<file path="src/rtl/lpc_synth.sv">
// LPC synthesis stage: impulse/noise excitation into a 10th-order all-pole filter,
// one output sample per request, one shared multiplier stepped over the taps.
module lpc_synth #(
    parameter int unsigned ORDER     = 10,
    parameter int unsigned COEF_FRAC = 12,
    parameter logic [15:0] LFSR_SEED = 16'hACE1
) (
    input  logic                    d_clk,
    input  logic                    rst,
    input  logic [16*ORDER-1:0]     coef,
    input  logic                    voiced_in,
    input  logic [15:0]             pitch_in,
    input  logic signed [15:0]      gain_in,
    input  logic                    frame_load,
    input  logic                    sample_req,
    output logic                    busy,
    output logic signed [15:0]      y,
    output logic                    y_valid,
    output logic                    overrun
);

    localparam int unsigned TapW = (ORDER > 1) ? $clog2(ORDER) : 1;
    localparam logic [TapW-1:0] LastTap = TapW'(ORDER - 1);
    localparam int unsigned AccW = 40;

    typedef enum logic [1:0] {StIdle, StExc, StMac, StOut} state_e;

    state_e state_q, state_d;

    // Shadow frame used by the sample in flight
    logic signed [15:0]  coef_q [ORDER];
    logic signed [15:0]  coef_d [ORDER];
    logic                voiced_q, voiced_d;
    logic [15:0]         pitch_q, pitch_d;
    logic signed [15:0]  gain_q, gain_d;

    logic [16*ORDER-1:0] pend_coef_q, pend_coef_d;
    logic                pend_voiced_q, pend_voiced_d;
    logic [15:0]         pend_pitch_q, pend_pitch_d;
    logic signed [15:0]  pend_gain_q, pend_gain_d;
    logic                pend_valid_q, pend_valid_d;

    logic signed [15:0]  hist_q [ORDER];
    logic signed [15:0]  hist_d [ORDER];
    logic [15:0]         pitch_cnt_q, pitch_cnt_d;
    logic [15:0]         lfsr_q, lfsr_d;
    logic signed [AccW-1:0] acc_q, acc_d;
    logic [TapW-1:0]     tap_idx_q, tap_idx_d;
    logic signed [15:0]  y_q, y_d;
    logic                y_valid_q, y_valid_d;
    logic                overrun_q, overrun_d;

    logic signed [16:0]     exc;
    logic signed [31:0]     prod;
    logic [16:0]            pitch_inc;
    logic                   lfsr_fb;
    logic signed [AccW-1:0] acc_shift;
    logic signed [15:0]     y_sat;

    // -gain needs 17 bits when gain is -32768
    assign exc = voiced_q ? ((pitch_cnt_q == '0) ? 17'(gain_q) : 17'sd0)
                          : (lfsr_q[0] ? 17'(gain_q) : -17'(gain_q));
    assign prod      = coef_q[tap_idx_q] * hist_q[tap_idx_q];
    assign pitch_inc = {1'b0, pitch_cnt_q} + 17'd1;
    assign lfsr_fb   = lfsr_q[15] ^ lfsr_q[13] ^ lfsr_q[12] ^ lfsr_q[10];
    assign acc_shift = acc_q >>> COEF_FRAC;

    always_comb begin
        y_sat = acc_shift[15:0];
        if (acc_shift > 40'sd32767) begin
            y_sat = 16'sd32767;
        end else if (acc_shift < -40'sd32768) begin
            y_sat = -16'sd32768;
        end
    end

    // State register
    always_ff @(posedge d_clk) begin
        if (rst) begin
            state_q <= StIdle;
        end else begin
            state_q <= state_d;
        end
    end

    // Next-state logic
    always_comb begin
        state_d = state_q;
        unique case (state_q)
            StIdle: if (sample_req) state_d = StExc;
            StExc:  state_d = StMac;
            StMac:  if (tap_idx_q == LastTap) state_d = StOut;
            StOut:  state_d = StIdle;
            default: state_d = StIdle;
        endcase
    end

    // FSM outputs
    always_comb begin
        busy = (state_q != StIdle);
    end

    // Datapath next-state
    always_comb begin
        coef_d        = coef_q;
        voiced_d      = voiced_q;
        pitch_d       = pitch_q;
        gain_d        = gain_q;
        pend_coef_d   = pend_coef_q;
        pend_voiced_d = pend_voiced_q;
        pend_pitch_d  = pend_pitch_q;
        pend_gain_d   = pend_gain_q;
        pend_valid_d  = pend_valid_q;
        hist_d        = hist_q;
        pitch_cnt_d   = pitch_cnt_q;
        lfsr_d        = lfsr_q;
        acc_d         = acc_q;
        tap_idx_d     = tap_idx_q;
        y_d           = y_q;
        y_valid_d     = 1'b0;
        overrun_d     = overrun_q | (sample_req & (state_q != StIdle));

        // A load in OUT lands on the edge back to IDLE, so it can go straight to the shadow
        if (frame_load) begin
            if (state_q == StIdle || state_q == StOut) begin
                for (int k = 0; k < ORDER; k++) coef_d[k] = coef[16*k +: 16];
                voiced_d     = voiced_in;
                pitch_d      = pitch_in;
                gain_d       = gain_in;
                pend_valid_d = 1'b0;
            end else begin
                pend_coef_d   = coef;
                pend_voiced_d = voiced_in;
                pend_pitch_d  = pitch_in;
                pend_gain_d   = gain_in;
                pend_valid_d  = 1'b1;
            end
        end else if (state_q == StOut && pend_valid_q) begin
            for (int k = 0; k < ORDER; k++) coef_d[k] = pend_coef_q[16*k +: 16];
            voiced_d     = pend_voiced_q;
            pitch_d      = pend_pitch_q;
            gain_d       = pend_gain_q;
            pend_valid_d = 1'b0;
        end

        unique case (state_q)
            StExc: begin
                acc_d       = $signed({{(AccW-17-COEF_FRAC){exc[16]}}, exc,
                                       {COEF_FRAC{1'b0}}});
                lfsr_d      = {lfsr_q[14:0], lfsr_fb};
                pitch_cnt_d = (pitch_inc >= {1'b0, pitch_q}) ? 16'd0 : pitch_inc[15:0];
                tap_idx_d   = '0;
            end
            StMac: begin
                acc_d     = acc_q - $signed({{(AccW-32){prod[31]}}, prod});
                tap_idx_d = tap_idx_q + TapW'(1);
            end
            StOut: begin
                y_d       = y_sat;
                y_valid_d = 1'b1;
                for (int k = ORDER - 1; k > 0; k--) hist_d[k] = hist_q[k-1];
                hist_d[0] = y_sat;
            end
            default: ;
        endcase
    end

    always_ff @(posedge d_clk) begin
        if (rst) begin
            for (int k = 0; k < ORDER; k++) begin
                coef_q[k] <= '0;
                hist_q[k] <= '0;
            end
            voiced_q      <= 1'b0;
            pitch_q       <= '0;
            gain_q        <= '0;
            pend_coef_q   <= '0;
            pend_voiced_q <= 1'b0;
            pend_pitch_q  <= '0;
            pend_gain_q   <= '0;
            pend_valid_q  <= 1'b0;
            pitch_cnt_q   <= '0;
            lfsr_q        <= LFSR_SEED;
            acc_q         <= '0;
            tap_idx_q     <= '0;
            y_q           <= '0;
            y_valid_q     <= 1'b0;
            overrun_q     <= 1'b0;
        end else begin
            coef_q        <= coef_d;
            hist_q        <= hist_d;
            voiced_q      <= voiced_d;
            pitch_q       <= pitch_d;
            gain_q        <= gain_d;
            pend_coef_q   <= pend_coef_d;
            pend_voiced_q <= pend_voiced_d;
            pend_pitch_q  <= pend_pitch_d;
            pend_gain_q   <= pend_gain_d;
            pend_valid_q  <= pend_valid_d;
            pitch_cnt_q   <= pitch_cnt_d;
            lfsr_q        <= lfsr_d;
            acc_q         <= acc_d;
            tap_idx_q     <= tap_idx_d;
            y_q           <= y_d;
            y_valid_q     <= y_valid_d;
            overrun_q     <= overrun_d;
        end
    end

    assign y       = y_q;
    assign y_valid = y_valid_q;
    assign overrun = overrun_q;

endmodule

</file>
<file path="config.mk">
export PLATFORM = sky130hd
export DESIGN_NAME = lpc_synth
export DESIGN_NICKNAME = d
export VERILOG_FILES = /design/src/rtl/lpc_synth.sv
export SDC_FILE = /design/constraint.sdc
export NUM_CORES = 2
export LEC_CHECK = 0
export ABC_AREA = 1
export ABC_CLOCK_PERIOD_IN_PS = 9750
export BUFFER_PORTS_ARGS = -buffer_cell sky130_fd_sc_hd__buf_2
export CORE_ASPECT_RATIO = 0.9
export CORE_MARGIN = 5
export CORE_UTILIZATION = 30
export CTS_BUF_LIST = sky130_fd_sc_hd__clkbuf_4 sky130_fd_sc_hd__clkbuf_8
export DETAILED_ROUTE_END_ITERATION = 12
export SYNTH_ARGS = -nofsm -noshare
export SYNTH_HDL_FRONTEND = slang
export SYNTH_SLANG_ARGS = --single-unit
</file>
<file path="constraint.sdc">
create_clock -name d_clk -period 9.75 [get_ports d_clk]
set_input_delay 0.4875 -clock d_clk [delete_from_list [all_inputs] [get_ports d_clk]]
set_output_delay 0.4875 -clock d_clk [all_outputs]
set_load 0.02 [all_outputs]
</file>
After elaboration in Yosys (flattened, before gate mapping)
Cells that the tools add are included.

word-level totals
  flip-flop bits (word level) = 627
  input bits = 197
  output and inout port bits = 19
  logic and storage cells = 101

cells by class
  add/subtract/negate cells = 4
  multiply operators = 1
  $lt $le $gt $ge = 4
  eq/ne operators = 7
  multiplexer cells = 33
  bitwise operators = 7
  reductions and logical operators = 10

operators by type and width
  kind                                                                                number
  160-bit two-way mux                                                                 3
  16-bit two-way mux                                                                  13
  16-bit binary-select mux with 4-bit select                                          2
  40-bit one-hot mux with 2 select lines                                              1
  17-bit two-way mux                                                                  3
  40-bit by 32-bit subtractor with 40-bit output                                      1
  16-bit by 16-bit multiplier with 32-bit output                                      1
  28-bit by 16-bit greater-than comparator with 1-bit output (second input constant)  1
  28-bit by 16-bit less-than comparator with 1-bit output (second input constant)     1
  16-bit by 1-bit adder with 17-bit output (second input constant)                    1
  17-bit by 16-bit greater-or-equal comparator with 1-bit output                      1
  16-bit negation with 17-bit output                                                  1
  16-bit logical NOT                                                                  1
  2-bit one-hot mux with 4 select lines                                               1
  4-bit one-hot mux with 2 select lines                                               1
  1-bit two-way mux                                                                   7
  2-bit AND reduction                                                                 3
  2-bit nonzero test                                                                  3
  5-bit greater-or-equal comparator (second input constant)                           1
  4-bit NOT with 5-bit output                                                         1
  4-bit by 1-bit adder with 4-bit output (second input constant)                      1
  2-bit equality test (second input constant)                                         2
  4-bit equality test (second input constant)                                         1
  2-bit two-way mux                                                                   2
  10 further kinds                                                                    13

Longest topological paths before layout
  word-level depth = 7
  mapped depth = 37
  depth with buffers taken out = 34

Least setup slack after synthesis
Ideal clock, no wire load.

  path kind = register -> register
  start point = register tap_idx_q[0]
  end point = register acc_q[39]
  library setup time = 0.132 ns
  data arrival time = 6.841 ns
  data required time = 9.618 ns
  setup slack = 2.776 ns
  stages on the path, launching flop included = 30
  buffers on the path = 6
  path through = dfxtp_1 -> buf_6 -> inv_4 -> buf_6 -> buf_4 -> buf_2 -> buf_2 -> nand2_1 -> a21oi_1 -> a31o_2 -> buf_2 -> nand2_1 -> inv_1 -> fa_1 -> fa_1 -> fa_1 -> fa_1 -> inv_1 -> fa_1 -> inv_1 -> fa_1 -> inv_1 -> ha_1 -> a21oi_1 -> o21a_1 -> o21ai_0 -> a2111oi_0 -> nand3_1 -> nand3_1 -> a21oi_1

between the ends
  longest elaborated chain between the ends = 7

ends and longest elaborated chain
  item                                                   line  text
  start: declaration                                     48    logic [TapW-1:0] tap_idx_q, tap_idx_d;
  start signal: assignment                               203   tap_idx_q <= tap_idx_d;
  4-bit NOT with 5-bit output (not written as such) *    63    assign prod = coef_q[tap_idx_q] * hist_q[tap_idx_q];
  16-bit binary-select mux with 4-bit select             63
  16-bit two-way mux (not written as such) (2 in a row)  63
  16-bit by 16-bit multiplier with 32-bit output *       63
  40-bit by 32-bit subtractor with 40-bit output *       155   acc_d = acc_q - $signed({{(AccW-32){prod[31]}}, prod});
  40-bit one-hot mux with 2 select lines *               146   unique case (state_q)
  end signal: assignment                                 184   acc_q <= '0;
  end signal: assignment                                 202   acc_q <= acc_d;
  end: declaration                                       47    logic signed [AccW-1:0] acc_q, acc_d;

Every way passes the cells marked *; elsewhere a longest branch is shown, timed or not. The select of a mux whose other input is x is not followed.
A chain may end at the register's enable or synchronous reset.

Worst setup path after layout
Same ends and word-level chain as after synthesis.

==> metrics <==
drt first-iter violations 3217; Synth Net Count 6183; Max Used Layer met5; Synth Register Bits 627; Final Net Count 6388; ratio of cells with drive above 1 in the final layout 0.0929; post-layout min period 8.93 ns; max_slew headroom 0.0922; Layout area overhead 16.4%; Die W 398 um; DRC errors left 0; Tcrit/Tclk final 0.916; Initial DRT Pass Iterations 7; Commonest cells post-synth nand2_1, nor2_1, o21ai_0, inv_1, dfxtp_1; met2 wire length 57500 um; Vias 37365; GPL Wtd Cong 0.927; reg-to-reg slack, setup 0.82 ns; worst endpoint required time 10.34 ns; CTS tree built; FFs w/ async S/R, synth 0; Post-CTS Setup Inserts 0; root buf cell clkbuf_8; TritonCTS Buffers 111; final hold violations 0; Area contributors post-synth dfxtp_1, fa_1, o21ai_0; DP HPWL 90300 um; Synth Flop Type dfxtp_1; Netlist cell types 55; Post-Syn Area 0.0407 mm2; largest net degree at the start of global routing 263; die footprint 0.143 mm2; antenna-violating nets left 0; H-tree depth 3; GRT Residual Overflow 0; WS Path Type reg2reg; Syn Inst Count 5514; CP Capture Type flip-flop; Crit path top cell by count fa_1; worst slew pin tran 1.35 ns; # setup viols final 0; Sink Count 627; top-count cell post-synth nand2_1; RSZ-0062 raised after global routing false; Min Hold Slack 0.0818 ns; WP buf/inv 5; CP Cell Sequence inv_4, o21ai_0, o22ai_1, o211ai_1, nand2_1, nand2_1, inv_1, fa_1, fa_1, fa_1, fa_1, inv_1, fa_1, inv_1, fa_1, inv_1, ha_1, a21oi_1, o21a_1, o21ai_0, a2111oi_0, nand3_1, nand3_1, a21oi_1; YS warnings 0; Final Slew Violations 0; first-pass GRT wire length 208000 um; Arr. time, crit path 9.53 ns; Wirelength per Cell 17.1 um; type of origin of the critical path flip-flop; GRT Resource Usage Total 0.179; Hold Path Class in2reg; Cell Rows 128; Die H 360 um; synthesized area per cell 7.38 um2; Post-synth EDFFs 0; vias in the first global route 36697; max-cap viol count 0; worst-path maximum fanout 72; Post-CTS Hold Buffers 193; starting density of the core 0.301; DRT met1 WL 59100 um; WL final 131000 um; outcome finished, final reports clean; CP max-delay cell fa_1; CTS max path bufs 3; vias per std cell 4.89; Core ar. 0.135 mm2; Seq/Total Area, Yosys 0.308; post_cts resized 0; DR WL met3 9100 um; Slowest Stage Delay on Critical Path 0.91 ns; Worst Skew 0.0567 ns; leading area contributor after synthesis dfxtp_1; Worst-Skew Late Latency 0.80 ns; delay-heaviest family, CP adder cells; fillcell total 14163; area share of the largest cell type after synthesis 0.308; antenna violations before repair 13; boundary pin count 216; Fmax 112 MHz; setup tns final 0 ns; clk slew on worst S/H paths 0.06 ns; IO Port Bufs 215
-- cells by family after synthesis --
| logic type | share of synthesized area |
|---|---|
| and+or+nand+nor | 0.190 |
| AOI/OAI and AO/OA | 0.178 |
| adders and majority gates | 0.208 |
| xor gates and xnor gates | 0.00796 |
| muxes | 0.00270 |
| buffers and inverters | 0.105 |
| DFF | 0.308 |
-- cells in the final DEF, fill, tap and decap left out, types with 13 or more instances in the layout --
master	count
nand3_1	56
nor3_1	14
ha_1	128
buf_4	43
inv_1	722
clkbuf_8	145
a21oi_1	180
o221ai_1	50
clkinv_2	18
dlygate4sd3_1	193
dfxtp_1	624
o21ai_1	18
a31o_2	17
clkbuf_4	24
fa_1	343
nor2_1	908
xor2_1	23
nand2_1	915
xnor2_1	14
o211ai_1	19
a31oi_1	219
o22ai_1	13
o21ai_0	752
nand4_1	14
buf_2	214
-- path summary, 6_finish.rpt --
path	startpoint	to	cells after the start
setup reg to reg	tap_idx_q[0]	acc_q[39]	24
hold / removal	coef[119]	coef_q[39]	3
setup / recovery	tap_idx_q[0]	acc_q[39]	24
hold reg to reg	pend_coef_q[17]	coef_q[129]	2
-- through the flow --
| step | area (um2) | setup slack (ns) | util | cells |
|---|---|---|---|---|
| CTS | 47400 | 0.837 | 0.351 | 7625 |
| global placement | 43000 | 0.844 | 0.318 | 7233 |
| detailed placement | 43000 | 0.890 | 0.318 | 7233 |
| global route | 47400 | 0.237 | 0.351 | 7630 |
| finish | 47400 | 0.816 | 0.351 | 7635 |
| floorplan | 40700 | 2.78 | - | 5514 |
-- state kept, by name, summed over array words and instances, names as in the netlist, 2 cells and up --
name          count
coef_q          160
pend_coef_q     160
hist_q          144
acc_q            40
gain_q           16
lfsr_q           16
pend_gain_q      16
pend_pitch_q     16
pitch_cnt_q      16
pitch_q          16
y                16
tap_idx_q         4
state_q           2
-- worst min-delay path, cell delays in order --
cell and delay [ns]:
buf_2 0.13, nand2_1 0.06, a31oi_1 0.07
-- cell type report --
cell class                 instances  area, um2  share of cell area
antenna                           10       25.0            0.000528
clock buffer                     169       2180              0.0459
clock inverter                    30        313             0.00660
inverter                         736       2790              0.0587
multi-input combinational       3791      23900               0.504
sequential                       627      12600               0.265
tap                             1820       2280              0.0480
timing repair buffer             452       3360              0.0708
-- layer usage --
| layer | up-vias | global-route usage |
|---|---|---|
| met2 | 1187 | 0.275 |
| met1 | 17913 | 0.249 |
| met3 | 254 | 0.0345 |
| met4 | 6 | 0.0659 |
| li1 | 18005 | - |
| met5 | - | 0 |
Power is not shown: default switching activity piles up to over one toggle a cycle in this logic, so the estimate is an artifact.
